==> config.mk <==
export PLATFORM = sky130hd
export DESIGN_NAME = thr_scan_multi
export DESIGN_NICKNAME = d
export VERILOG_FILES = /design/src/rtl/thr_scan_pkg.sv /design/src/rtl/thr_edge_sync.sv /design/src/rtl/thr_scan_multi.sv
export SDC_FILE = /design/constraint.sdc
export NUM_CORES = 1
export LEC_CHECK = 0
export ABC_AREA = 1
export BUFFER_PORTS_ARGS = -buffer_cell sky130_fd_sc_hd__buf_2
export CAP_MARGIN = 20
export CELL_PAD_IN_SITES_DETAIL_PLACEMENT = 1
export CELL_PAD_IN_SITES_GLOBAL_PLACEMENT = 1
export CORE_UTILIZATION = 50
export DETAILED_ROUTE_END_ITERATION = 8
export GPL_ROUTABILITY_DRIVEN = 0
export PLACE_DENSITY_LB_ADDON = 0.12
export SETUP_SLACK_MARGIN = 0.4
export SYNTH_ARGS = -nofsm -noshare
export SYNTH_HDL_FRONTEND = slang
export SYNTH_SLANG_ARGS = --single-unit
export TNS_END_PERCENT = 10
==> constraint.sdc <==
create_clock -name i_Clock -period 4.1 [get_ports i_Clock]
set_clock_uncertainty 0.1 [all_clocks]
set_input_delay 0.41 -clock i_Clock [delete_from_list [all_inputs] [get_ports i_Clock]]
set_output_delay 0.41 -clock i_Clock [all_outputs]
set_load 0.01 [all_outputs]
==> src/rtl/thr_scan_pkg.sv <==
// Shared opcodes, frame header and FSM state encoding for the threshold-scan counter.
package thr_scan_pkg;

  localparam logic [7:0] CMD_START = 8'h53;
  localparam logic [7:0] CMD_ABORT = 8'h41;
  localparam logic [7:0] CMD_GATE  = 8'h47;
  localparam logic [7:0] FRAME_HDR = 8'hA5;

  typedef enum logic [2:0] {
    ST_IDLE      = 3'd0,
    ST_LOAD_GATE = 3'd1,
    ST_ARM       = 3'd2,
    ST_COUNT     = 3'd3,
    ST_LATCH     = 3'd4,
    ST_SEND      = 3'd5,
    ST_WAIT_DONE = 3'd6
  } state_e;

endpackage

==> src/rtl/thr_edge_sync.sv <==
// Two-flop synchronizer for one discriminator input plus a one-cycle rising-edge pulse.
module thr_edge_sync (
  input  logic i_Clock,
  input  logic i_Rst_n,
  input  logic i_Thr,
  output logic o_Pulse
);

  logic [2:0] sync_q;

  always_ff @(posedge i_Clock or negedge i_Rst_n) begin
    if (!i_Rst_n) sync_q <= '0;
    else          sync_q <= {sync_q[1:0], i_Thr};
  end

  // Pulse is combinational so the counter sees it on the third clock after the edge.
  assign o_Pulse = sync_q[1] & ~sync_q[2];

endmodule

==> src/rtl/thr_scan_multi.sv <==
// Gated multi-channel edge counter: command-driven scan, latched results, byte-wise frame out.
//
// state        | meaning
// IDLE         | waiting for 'S' (scan) or 'G' (gate load)
// LOAD_GATE    | shifting in gate length bytes, MSB first
// ARM          | clear live counters, load gate down-counter
// COUNT        | count edge pulses until gate timer hits terminal count
// LATCH        | copy live counters to latched registers
// SEND         | present current frame byte with o_Tx_DV
// WAIT_DONE    | wait for transmitter to finish the byte
module thr_scan_multi
  import thr_scan_pkg::*;
#(
  parameter int N_CH         = 4,
  parameter int CNT_W        = 32,
  parameter int GATE_W       = 32,
  parameter int DEFAULT_GATE = 50_000_000,
  localparam int SEL_W       = (N_CH > 1) ? $clog2(N_CH) : 1
) (
  input  logic              i_Clock,
  input  logic              i_Rst_n,
  input  logic [N_CH-1:0]   i_Thr,
  input  logic              i_Rx_DV,
  input  logic [7:0]        i_Rx_Byte,
  output logic              o_Tx_DV,
  output logic [7:0]        o_Tx_Byte,
  input  logic              i_Tx_Done,
  input  logic [SEL_W-1:0]  i_Disp_Sel,
  output logic [CNT_W-1:0]  o_Disp_Cnt,
  output logic              o_Busy,
  output logic              o_Cnt_Valid
);

  localparam int NB   = CNT_W / 8;
  localparam int BI_W = (NB > 1) ? $clog2(NB) : 1;
  localparam int GB   = GATE_W / 8;
  localparam int GB_W = (GB > 1) ? $clog2(GB) : 1;

  state_e             state;
  logic [N_CH-1:0]    edge_pulse;
  logic [CNT_W-1:0]   live_cnt  [N_CH];
  logic [CNT_W-1:0]   latch_cnt [N_CH];
  logic [GATE_W-1:0]  gate_reg;
  logic [GATE_W-1:0]  gate_shift;
  logic [GATE_W-1:0]  gate_tmr;
  logic [GB_W-1:0]    gate_byte_idx;
  logic [SEL_W-1:0]   ch_idx;
  logic [BI_W-1:0]    byte_idx;
  logic [BI_W-1:0]    byte_rev;
  logic               hdr_phase;
  logic               cnt_valid;
  logic [CNT_W-1:0]   sel_word;
  logic [7:0]         payload_byte;

  logic rx_start, rx_abort, rx_gate;
  assign rx_start = i_Rx_DV && (i_Rx_Byte == CMD_START);
  assign rx_abort = i_Rx_DV && (i_Rx_Byte == CMD_ABORT);
  assign rx_gate  = i_Rx_DV && (i_Rx_Byte == CMD_GATE);

  for (genvar c = 0; c < N_CH; c++) begin : g_sync
    thr_edge_sync u_sync (
      .i_Clock (i_Clock),
      .i_Rst_n (i_Rst_n),
      .i_Thr   (i_Thr[c]),
      .o_Pulse (edge_pulse[c])
    );
  end

  always_ff @(posedge i_Clock or negedge i_Rst_n) begin
    if (!i_Rst_n) begin
      state         <= ST_IDLE;
      gate_reg      <= GATE_W'(DEFAULT_GATE);
      gate_shift    <= '0;
      gate_byte_idx <= '0;
      gate_tmr      <= '0;
      cnt_valid     <= 1'b0;
      ch_idx        <= '0;
      byte_idx      <= '0;
      hdr_phase     <= 1'b1;
    end else begin
      case (state)
        ST_IDLE: begin
          if (rx_start) begin
            state <= ST_ARM;
          end else if (rx_gate) begin
            state         <= ST_LOAD_GATE;
            gate_byte_idx <= '0;
          end
        end
        ST_LOAD_GATE: begin
          // The gate register only changes once the full word has arrived.
          if (rx_abort) begin
            state <= ST_IDLE;
          end else if (i_Rx_DV) begin
            gate_shift <= GATE_W'({gate_shift, i_Rx_Byte});
            if (gate_byte_idx == GB_W'(GB - 1)) begin
              gate_reg <= GATE_W'({gate_shift, i_Rx_Byte});
              state    <= ST_IDLE;
            end else begin
              gate_byte_idx <= gate_byte_idx + 1'b1;
            end
          end
        end
        ST_ARM: begin
          gate_tmr <= (gate_reg == '0) ? GATE_W'(1) : gate_reg;
          state    <= ST_COUNT;
        end
        ST_COUNT: begin
          if (rx_abort)                     state <= ST_IDLE;
          else if (gate_tmr == GATE_W'(1))  state <= ST_LATCH;
          else                              gate_tmr <= gate_tmr - 1'b1;
        end
        ST_LATCH: begin
          cnt_valid <= 1'b1;
          hdr_phase <= 1'b1;
          ch_idx    <= '0;
          byte_idx  <= '0;
          state     <= ST_SEND;
        end
        ST_SEND: state <= ST_WAIT_DONE;
        ST_WAIT_DONE: begin
          if (i_Tx_Done) begin
            state <= ST_SEND;
            if (hdr_phase) begin
              hdr_phase <= 1'b0;
            end else if (byte_idx == BI_W'(NB - 1)) begin
              byte_idx <= '0;
              if (ch_idx == SEL_W'(N_CH - 1)) state  <= ST_IDLE;
              else                            ch_idx <= ch_idx + 1'b1;
            end else begin
              byte_idx <= byte_idx + 1'b1;
            end
          end
        end
        default: state <= ST_IDLE;
      endcase
    end
  end

  always_ff @(posedge i_Clock or negedge i_Rst_n) begin
    if (!i_Rst_n) begin
      for (int c = 0; c < N_CH; c++) begin
        live_cnt[c]  <= '0;
        latch_cnt[c] <= '0;
      end
    end else begin
      for (int c = 0; c < N_CH; c++) begin
        if (state == ST_ARM)
          live_cnt[c] <= '0;
        else if ((state == ST_COUNT) && edge_pulse[c] && (live_cnt[c] != '1))
          live_cnt[c] <= live_cnt[c] + 1'b1;
        if (state == ST_LATCH)
          latch_cnt[c] <= live_cnt[c];
      end
    end
  end

  always_comb begin
    sel_word     = latch_cnt[ch_idx];
    byte_rev     = BI_W'(NB - 1) - byte_idx;
    payload_byte = 8'(sel_word >> {byte_rev, 3'b000});
    o_Tx_Byte    = 8'h00;
    if (state == ST_SEND)
      o_Tx_Byte = hdr_phase ? FRAME_HDR : payload_byte;
  end

  always_comb begin
    o_Disp_Cnt = '0;
    for (int c = 0; c < N_CH; c++)
      if (i_Disp_Sel == SEL_W'(c)) o_Disp_Cnt = latch_cnt[c];
  end

  assign o_Tx_DV     = (state == ST_SEND);
  assign o_Busy      = (state != ST_IDLE);
  assign o_Cnt_Valid = cnt_valid;

endmodule

==> results of run 1 <==
==> synthesized netlist by cell type (13+ instances only) <==
cell and instances:
a21oi_1 47, buf_2 22, clkbuf_1 81, dfrtp_1 354
dfstp_2 13, inv_1 267, nand2_1 954, nand3_1 238
nand4_1 27, nor2_1 340, nor3_1 58, o2111ai_1 22
o21ai_0 313, o21ai_1 78, xor2_1 48
==> layout by cell type (no fill, tap or decap), types with 22 or more instances in the layout <==
cell       instances
nor2_1           338
nand3_1          238
nor3_1            58
o21ai_1           78
inv_1            267
buf_2             59
xor2_1            48
clkbuf_16         45
o2111ai_1         22
a21oi_1           47
nand2_1          953
nand4_1           27
dfrtp_1          352
buf_4             27
o21ai_0          313
==> per-layer routing <==
layer	up-vias	GRT usage	part of all wire
met5	-	0	0.00015
met4	2	0.2022	0.056
met3	227	0.07600	0.068
met2	676	0.6117	0.47
met1	10420	0.4553	0.41
li1	9627	-	-
==> cell type report <==
type,count,area (um^2)
Inverter,282,1065
Fill cell,5308,17670
Timing Repair Buffer,96,643.1
Clock inverter,24,389.1
Multi-Input combinational cell,2204,10050
Sequential cell,367,9203
Tap cell,532,665.6
Clock buffer,55,1244
==> worst max-delay path, stage by stage, from the launching register on <==
cell and delay (ns):
dfrtp_2 0.91, buf_4 0.34, nand3_1 0.10, nand3_1 0.09
nand2_1 0.06, nand2_1 0.06, nand2_1 0.07, o21ai_0 0.43
inv_1 0.10, buf_2 0.16
==> how the worst min path moves through the flow <==
stage,startpoint,endpoint,depth (start not counted)
final,i_Rx_Byte[7],gate_shift[7]$_DFFE_PN0P_,3
after global routing,i_Rx_Byte[7],gate_shift[7]$_DFFE_PN0P_,3
after CTS,i_Rx_Byte[7],gate_shift[7]$_DFFE_PN0P_,3
after detailed placement,g_sync[1].u_sync.sync_q[0]$_DFF_PN0_,g_sync[1].u_sync.sync_q[1]$_DFF_PN0_,0
after global placement,g_sync[1].u_sync.sync_q[0]$_DFF_PN0_,g_sync[1].u_sync.sync_q[1]$_DFF_PN0_,0
after floorplan,i_Rst_n,byte_idx[0]$_DFFE_PN0P_,0
==> per-stage QoR <==
step	instance area, um^2	hold slack [ns]	total power, W	std cells	util
floorplan	20810	0.01441	0.007745	2971	-
global placement	21570	0.2394	0.008832	3476	0.5272
detailed placement	21570	0.2363	0.009094	3476	0.5272
CTS	23260	0.007066	0.01361	3560	0.5683
global route	23260	0.02088	0.01435	3560	0.5683
finish	23260	0.01799	0.01366	3560	0.5683
==> what timing repair did <==
action | in CTS | in global routing
hold buffers | 5 | 0
setup buffers | 0 | 0
hold endpoints to repair | 103 | 0
==> power by group <==
group          internal [W]  switching (W)
Sequential          0.00402       0.000495
Combinational       0.00124        0.00344
Clock               0.00278        0.00169
Total               0.00804        0.00562
==> cell families after synthesis <==
kind of cell / Yosys count / synth area share
AND/OR/NAND/NOR: 1646 / 0.3262
flip-flops: 367 / 0.4420
adder cells (fa/ha/maj): 9 / 0.005410
XOR/XNOR: 50 / 0.02104
AO/OA/AOI/OAI: 499 / 0.1292
buffers and inverters: 400 / 0.07610
==> flow_metrics.py, run 1 <==
metrics = {
    "outcome": {
        "outcome": "finished clean",
    },
    "timing": {
        "worst_pin_slew_ns": 1.109,
        "fin_ws_ns": 0.6767,
        "hold_viol": 0,
        "period_needed_ns": 3.423,
        "final_max_slew_viol_count": 0,
        "fmax_mhz": 292.1,
        "setup_viol": 0,
        "max_slew_margin": 0.2599,
        "rsz0062_at_grt": "false",
        "fin_crit_sh": 0.8349,
        "fin_setup_tns_ns": 0,
    },
    "critical_path": {
        "timing.rr.end": "live_cnt[118]$_DFFE_PN0P_",
        "worstPathArrival_ns": 2.91,
        "crit_end": "o_Tx_Byte[0]",
        "critical_path_peak_fanout": 46,
        "ff2ff_path_depth": 8,
        "start_kind": "flip-flop",
        "reg2reg_slack_ns": 1.37,
        "crit_required_ns": 3.59,
        "worstSetupPathType": "flip-flop to output port",
        "r2r_start": "state[1]$_DFFE_PN0P_",
        "cp-end-kind": "output port",
        "worstSetupStartpoint": "ch_idx[1]$_DFFE_PN0P_",
    },
    "synthesis": {
        "synth-edff-count": 0,
        "yosys-top-cells-area": "dfrtp_1 (43%), nand2_1 (17%), o21ai_0 (7.5%)",
        "synth_nets": 2998,
        "synth_area_leader_cell": "dfrtp_1",
        "synth-async-reset-ratio": 1.000,
        "yosys.area.top_type_share": 0.4256,
        "seq_area_frac_synth": 0.4420,
        "synth-main-ff-cell": "dfrtp_1",
        "synthesis.instances": 2971,
        "syn_area_per_cell_um2": 7.006,
        "yosys_warnings": 0,
        "synth_cell_types": 45,
        "syn_area_um2": 20810,
        "ys_seq_elements": 367,
    },
    "power_and_ir_drop": {
        "power_density_nw_per_um2": 587.1,
        "leakage_nw": 10.18,
        "vdd_drop_max_mv": 0.4582,
    },
    "routing": {
        "post_drt_wl_per_cell_um": 21.82,
        "wl_um": 77670,
        "post-route-drc-count": 0,
        "drt_iter0_drc": 1545,
        "drtPass1Iterations": 7,
        "vias": 20950,
        "vias_per_cell": 5.884,
        "ant_nets": 0,
    },
    "final_layout": {
        "nets": 3021,
        "n_antenna_cell": 0,
        "area_delta_synth_final_pct": 11.74,
        "top_regs": "latch_cnt (128), live_cnt (128)",
        "layout-drive-gt1-share": 0.07365,
    },
    "clock_tree": {
        "cts_resized": 0,
        "clock-sinks": 367,
        "cts_max_level": 2,
        "clk_latency_ns": 0.57,
        "cts_tree": "built",
        "ctsRootBufferMaster": "clkbuf_16",
        "clk_pin_slew_ns": 0.06,
        "numCtsBuffers": 43,
        "cts.path.max_buffers": 3,
    },
    "global_routing": {
        "antenna_found_initial": 2,
        "grt_usage": 0.3712,
        "grt_max_degree": 156,
        "grt_pass1_vias": 21770,
        "grt-ovfl-total": 0,
        "grt_pass1_wl_um": 120800,
    },
    "die": {
        "die_area_um2": 42450,
        "core_area_um2": 40920,
        "die_h_um": 206.0,
        "rows": 74,
        "start_util": 0.5086,
        "die_w_um": 206.0,
        "io_pins": 61,
    },
    "place": {
        "port_buffers": 60,
        "dp_hpwl_um": 56680,
        "pre_cts_ws_ns": 1.132,
    },
    "hold_path": {
        "hp-class": "input port to flip-flop",
    },
    "run": {
        "drv_cap": 0,
    },
}
Power figures use the tool's default switching activity.
==> inputs of run 2 (changes only) <==
ABC_AREA = 0   (was 1)
CORE_UTILIZATION = 46   (was 50)
clock period = 2.8 ns   (was 4.1 ns; I/O delays follow)
==> flow_metrics.py, run 2 <==
metrics = {
    "synthesis": {
        "synth-main-ff-cell": "dfrtp_1",
        "yosys-top-cells-area": "dfrtp_1 (47%), mux2_2 (11%), mux4_2 (8.1%)",
        "synth-edff-count": 0,
        "ys_seq_elements": 367,
        "synth.most_common_cell": "dfrtp_1",
        "syn_area_per_cell_um2": 11.33,
        "syn_area_um2": 19010,
        "synthTopCellsByCount": "dfrtp_1 (354), mux2_2 (187), nand2_1 (98), o21ai_0 (96), a21oi_1 (91)",
        "synth-async-reset-ratio": 1.000,
        "synth_cell_types": 75,
        "yosys_warnings": 0,
        "yosys.area.top_type_share": 0.4660,
        "synth_nets": 1705,
        "seq_area_frac_synth": 0.4839,
        "synth_area_leader_cell": "dfrtp_1",
        "synthesis.instances": 1678,
    },
    "critical_path": {
        "cp-end-kind": "output port",
        "max_stage_delay_ns": 0.52,
        "path_buf_inv": 3,
        "worstSetupPathType": "flip-flop to output port",
        "cp_top_family": "multiplexers",
        "crit_chain": "buf_12, buf_12, mux4_2, mux4_2, nor3b_4, buf_2",
        "r2r_start": "live_cnt[109]$_DFFE_PN0P_",
        "cp_slowest_cell": "mux4_2",
        "start_kind": "flip-flop",
        "reg2reg_slack_ns": 0.37,
        "critical_path_peak_fanout": 6,
        "ff2ff_path_depth": 5,
        "worstPathArrival_ns": 2.61,
        "crit_required_ns": 2.42,
        "timing.rr.end": "live_cnt[125]$_DFFE_PN0P_",
    },
    "global_routing": {
        "grt_max_degree": 97,
        "antenna_found_initial": 3,
        "grt_pass1_wl_um": 92930,
        "grt_pass1_vias": 15310,
        "grt_usage": 0.2905,
        "grt-ovfl-total": 0,
    },
    "final_layout": {
        "fill_cells": 4170,
        "layout-drive-gt1-share": 0.3251,
        "nets": 1807,
        "area_delta_synth_final_pct": 18.70,
        "final_util": 0.5527,
        "top_regs": "latch_cnt (128), live_cnt (128)",
        "layout.cells.most_common": "dfrtp_1",
        "final_cell_mix": "dfrtp_1 (333), mux2_2 (187), nand2_1 (97), o21ai_0 (96), a21oi_1 (90)",
    },
    "timing": {
        "max_slew_margin": 0.4561,
        "fin_crit_sh": 1.069,
        "whs_ns": 0.1594,
        "final_max_slew_viol_count": 0,
        "fmax_mhz": 334.2,
        "worst_pin_slew_ns": 0.8129,
        "period_needed_ns": 2.992,
        "setup_viol": 8,
        "fin_setup_tns_ns": -1.252,
        "rsz0062_at_grt": "true",
        "hold_viol": 0,
        "fin_ws_ns": -0.1925,
    },
    "power_and_ir_drop": {
        "leakage_nw": 9.672,
        "vdd_drop_max_mv": 0.4802,
        "power_w": 0.01729,
        "power_density_nw_per_um2": 766.3,
    },
    "clock_tree": {
        "cts_tree": "built",
        "clk_pin_slew_ns": 0.07,
        "cts_max_level": 2,
        "clk_latency_ns": 0.57,
        "numCtsBuffers": 42,
        "clock-sinks": 367,
        "cts.path.max_buffers": 3,
        "ctsRootBufferMaster": "clkbuf_16",
    },
    "routing": {
        "wl_um": 60480,
        "post_drt_wl_per_cell_um": 25.79,
        "vias": 15230,
        "drt_iter0_drc": 988,
        "drtPass1Iterations": 5,
        "ant_nets": 0,
        "vias_per_cell": 6.493,
        "post-route-drc-count": 0,
    },
    "die": {
        "start_util": 0.4656,
        "core_area_um2": 40830,
        "io_pins": 61,
        "die_area_um2": 42140,
        "rows": 74,
        "die_h_um": 205.3,
        "die_w_um": 205.3,
    },
    "outcome": {
        "outcome": "finished, violations left",
        "violations": "negative setup slack",
    },
    "place": {
        "port_buffers": 60,
        "dp_hpwl_um": 41560,
    },
    "run": {
        "drv_cap": 0,
    },
    "hold_path": {
        "hp-class": "input port to asynchronous set/reset pin",
    },
}
## run 2: cell types whose count changed after synthesis, sizes merged, moves of 59 or more
| cell | delta |
|---|---|
| or3 | +59 |
| nand2 | -861 |
| mux2 | +187 |
| inv | -261 |
| nand3 | -176 |
| o21ai | -295 |
| mux4 | +68 |
| nor2 | -274 |
## run 2: per-layer routing
layer	track usage	wire length, um	vias to the layer above
li1	-	-	6675
met3	0.03690	3160	123
met1	0.4065	26200	7971
met4	0.1235	2484	2
met2	0.4558	28630	455
met5	0	13	-
## run 2: worst max path at each step
stage / startpoint / to / slack [ns] / cells after the start
CTS: ch_idx[0]$_DFFE_PN0P_ / o_Tx_Byte[3] / -0.16 / 6
finish: ch_idx[0]$_DFFE_PN0P_ / o_Tx_Byte[6] / -0.19 / 6
global placement: ch_idx[0]$_DFFE_PN0P_ / o_Tx_Byte[7] / 0.28 / 5
detailed placement: state[2]$_DFFE_PN0P_ / live_cnt[27]$_DFFE_PN0P_ / 0.26 / 5
global route: ch_idx[0]$_DFFE_PN0P_ / o_Tx_Byte[6] / -0.23 / 6
floorplan: ch_idx[0]$_DFFE_PN0P_ / o_Tx_Byte[0] / 0.41 / 6
## run 2: final cells by class
type                       instances  area, um^2  area share
clock buffer                      66        1315     0.05827
inverter                          18       67.56    0.002994
clock inverter                    10       131.4    0.005822
timing repair buffer             164        1360     0.06027
sequential                       367        9226      0.4088
multi-input combinational       1187        9798      0.4342
antenna                            1       2.502   0.0001109
tap                              532       665.6     0.02950
## run 2: report_power, final
part | switching, W | leakage [nW] | internal [W] | total, W
clock | 0.00227 | 0.712 | 0.00350 | 0.00577
combinational | 0.00268 | 4.04 | 0.00194 | 0.00463
sequential | 0.000844 | 4.92 | 0.00606 | 0.00690
total | 0.00580 | 9.67 | 0.0115 | 0.0173
## run 2: timing repair
item / in CTS / in global routing
gates resized for setup: 60 / 60
endpoints found under the setup margin: 74 / 154
hold buffers: 14 / 0
cloned: 1 / 2
hold endpoints to repair: 72 / 0
setup buffers: 7 / 14
pin swaps: 8 / 25
## run 2: stage by stage
step	cells	instance area, um^2	setup WS (ns)
floorplan	1678	19020	0.4085
CTS	2328	22190	-0.1636
global placement	2230	20240	0.2762
global route	2344	22560	-0.2276
finish	2345	22570	-0.1925
detailed placement	2230	20240	0.2601
## run 2: worst register-to-register path, stage by stage, from the launching register on
cell     delay, ns
dfrtp_2       0.41
nand4_1       0.17
or4_4         0.56
or4_4         0.59
or3_1         0.37
a21oi_1       0.13
## run 2: cells by family (layout without fill, tap and decap cells)
family,Yosys count,in the layout,synth area share
multiplexers,267,267,0.1976
AO/OA/AOI/OAI,342,342,0.1152
adder cells (fa/ha/maj),9,9,0.005923
other,0,1,0
buffers and inverters,124,258,0.02540
flip-flops,367,367,0.4839
XOR/XNOR,14,14,0.006450
AND/OR/NAND/NOR,555,555,0.1655
==> inputs of run 3 (changes only) <==
CORE_MARGIN = 3   (was default)
CORE_UTILIZATION = 45   (was 46)
SYNTH_HIERARCHICAL = 1   (was default)
==> flow_metrics.py, run 3 <==
metrics = {
    "synthesis": {
        "yosys.area.top_type_share": 0.4678,
        "synthTopCellsByCount": "nand2_1 (468), dfrtp_1 (354), clkbuf_1 (102), o21ai_0 (86), a21oi_1 (77)",
        "seq_area_frac_synth": 0.4858,
        "synthesis.instances": 1917,
        "synth-main-ff-cell": "dfrtp_1",
        "synth-async-reset-ratio": 1.000,
        "syn_area_per_cell_um2": 9.878,
        "synth_cell_types": 70,
        "syn_area_um2": 18940,
        "synth-edff-count": 0,
        "synth_nets": 1944,
        "yosys-top-cells-area": "dfrtp_1 (47%), nand2_1 (9.3%), mux4_2 (8.1%)",
        "synth.most_common_cell": "nand2_1",
        "synth_area_leader_cell": "dfrtp_1",
        "yosys_warnings": 6,
        "ys_seq_elements": 367,
    },
    "final_layout": {
        "layout.cells.most_common": "nand2_1",
        "area_delta_synth_final_pct": 19.09,
        "final_util": 0.5473,
        "nets": 2026,
        "final_cell_mix": "nand2_1 (466), dfrtp_1 (349), o21ai_0 (76), a21oi_1 (75), mux4_2 (68)",
        "fill_cells": 4448,
        "layout-drive-gt1-share": 0.2246,
        "finalInstanceArea_um2": 22550,
        "regArea_um2": 9206,
        "multi_input_area_um2": 9656,
        "top_regs": "latch_cnt (128), live_cnt (128)",
    },
    "die": {
        "core_area_um2": 41200,
        "io_pins": 61,
        "start_util": 0.4596,
        "rows": 74,
        "die_area_um2": 44580,
        "die_w_um": 211.1,
        "die_h_um": 211.1,
    },
    "power_and_ir_drop": {
        "vdd_drop_max_mv": 0.6650,
        "leakage_nw": 9.835,
        "power_density_nw_per_um2": 824.2,
        "power_w": 0.01859,
    },
    "timing": {
        "period_needed_ns": 3.047,
        "hold_viol": 0,
        "fmax_mhz": 328.2,
        "fin_crit_sh": 1.088,
        "final_max_slew_viol_count": 0,
        "rsz0062_at_grt": "true",
        "fin_ws_ns": -0.2467,
        "worst_pin_slew_ns": 0.8727,
        "whs_ns": 0.1175,
        "setup_viol": 8,
        "max_slew_margin": 0.4182,
    },
    "routing": {
        "wl_um": 63030,
        "post_drt_wl_per_cell_um": 24.59,
        "post-route-drc-count": 0,
        "vias": 16150,
        "vias_per_cell": 6.301,
        "drtPass1Iterations": 5,
        "drt_iter0_drc": 1526,
        "ant_nets": 0,
    },
    "clock_tree": {
        "ctsRootBufferMaster": "clkbuf_16",
        "clk_latency_ns": 0.59,
        "clk_pin_slew_ns": 0.06,
        "cts_tree": "built",
        "cts.path.max_buffers": 3,
        "numCtsBuffers": 43,
        "cts_max_level": 2,
        "clock-sinks": 367,
    },
    "global_routing": {
        "grt_pass1_wl_um": 99280,
        "grt_max_degree": 92,
        "antenna_found_initial": 0,
        "grt-ovfl-total": 0,
        "grt_pass1_vias": 16750,
        "grt_usage": 0.2849,
    },
    "critical_path": {
        "reg2reg_slack_ns": 0.05,
        "r2r_start": "gate_tmr[27]$_DFFE_PN0P_",
        "worstPathArrival_ns": 2.67,
        "worstSetupStartpoint": "ch_idx[0]$_DFFE_PN0P_",
        "timing.rr.end": "gate_tmr[1]$_DFFE_PN0P_",
        "crit_end": "o_Tx_Byte[4]",
        "worstSetupPathType": "flip-flop to output port",
        "ff2ff_path_depth": 6,
        "crit_required_ns": 2.42,
        "start_kind": "flip-flop",
        "critical_path_peak_fanout": 6,
        "cp-end-kind": "output port",
    },
    "outcome": {
        "outcome": "finished, violations left",
        "violations": "negative setup slack",
    },
    "place": {
        "placed_cell_area_um2": 20200,
        "port_buffers": 60,
        "dp_hpwl_um": 43260,
    },
    "hold_path": {
        "hp-class": "input port to flip-flop",
    },
    "run": {
        "drv_cap": 0,
    },
}
## run 3: kinds of logic (layout without fill, tap and decap cells)
kind of cell / Yosys count / count (layout) / share of synthesized area
other: 0 / 1 / 0
AND/OR/NAND/NOR: 907 / 907 / 0.2359
AO/OA/AOI/OAI: 317 / 317 / 0.1065
multiplexers: 146 / 146 / 0.1259
adder cells (fa/ha/maj): 9 / 9 / 0.005947
flip-flops: 367 / 367 / 0.4858
XOR/XNOR: 18 / 18 / 0.008325
buffers and inverters: 153 / 266 / 0.03165
## run 3: how the worst min path moves through the flow
stage / startpoint / end / slack, ns / cells past startpoint
finish: i_Rx_DV / state[0]$_DFFE_PN0P_ / 0.12 / 4
global route: i_Rx_DV / state[0]$_DFFE_PN0P_ / 0.12 / 4
CTS: i_Rx_DV / state[0]$_DFFE_PN0P_ / 0.09 / 4
detailed placement: i_Rst_n / live_cnt[98]$_DFFE_PN0P_ / 0.23 / 1
global placement: i_Rst_n / g_sync[0].u_sync/sync_q[2]$_DFF_PN0_ / 0.23 / 1
floorplan: i_Rst_n / byte_idx[0]$_DFFE_PN0P_ / -0.12 / 0
## run 3: layout make-up
cell class,instances,area share
well taps,532,0.02952
flip-flops and latches,367,0.4082
inverters,33,0.005493
multi-input cells,1397,0.4282
diodes,1,0.0001110
clock inverters,15,0.01043
repair buffers,157,0.06197
clock buffers,61,0.05609
## run 3: routing by layer
| layer | global-route usage | part of all wire | vias to the layer above |
|---|---|---|---|
| met5 | 0 | 0 | - |
| met4 | 0.1067 | 0.040 | 0 |
| met3 | 0.04084 | 0.054 | 107 |
| met2 | 0.4465 | 0.46 | 442 |
| met1 | 0.4064 | 0.45 | 8414 |
| li1 | - | - | 7186 |
## run 3: worst max-delay path, stage by stage, from the launching register on
cell and delay, ns:
dfrtp_2 0.41, buf_4 0.13, buf_8 0.12, mux4_2 0.58, mux4_2 0.49, nor3b_1 0.16
buf_2 0.18
## run 3: what timing repair did
action / CTS / global route
gates cloned: 2 / 1
hold endpoints to repair: 82 / 0
setup buffers: 4 / 6
pin swaps: 33 / 33
hold buffers: 14 / 0
gates resized for setup: 82 / 43
endpoints found under the setup margin: 62 / 97
## run 3: where the power goes
part / leakage (nW) / internal [W] / switching [W]
sequential: 4.97 / 0.00594 / 0.000757
clock: 0.730 / 0.00362 / 0.00238
combinational: 4.14 / 0.00246 / 0.00343
## run 3: metrics by stage
stage | TNS (ns) | std cells | setup WS [ns]
after floorplan | 0 | 1917 | 0.1530
after global placement | 0 | 2459 | 0.02153
after detailed placement | 0 | 2459 | 0.0006382
after CTS | -1.169 | 2555 | -0.2013
after global routing | -1.854 | 2562 | -0.2920
final | -1.440 | 2563 | -0.2467
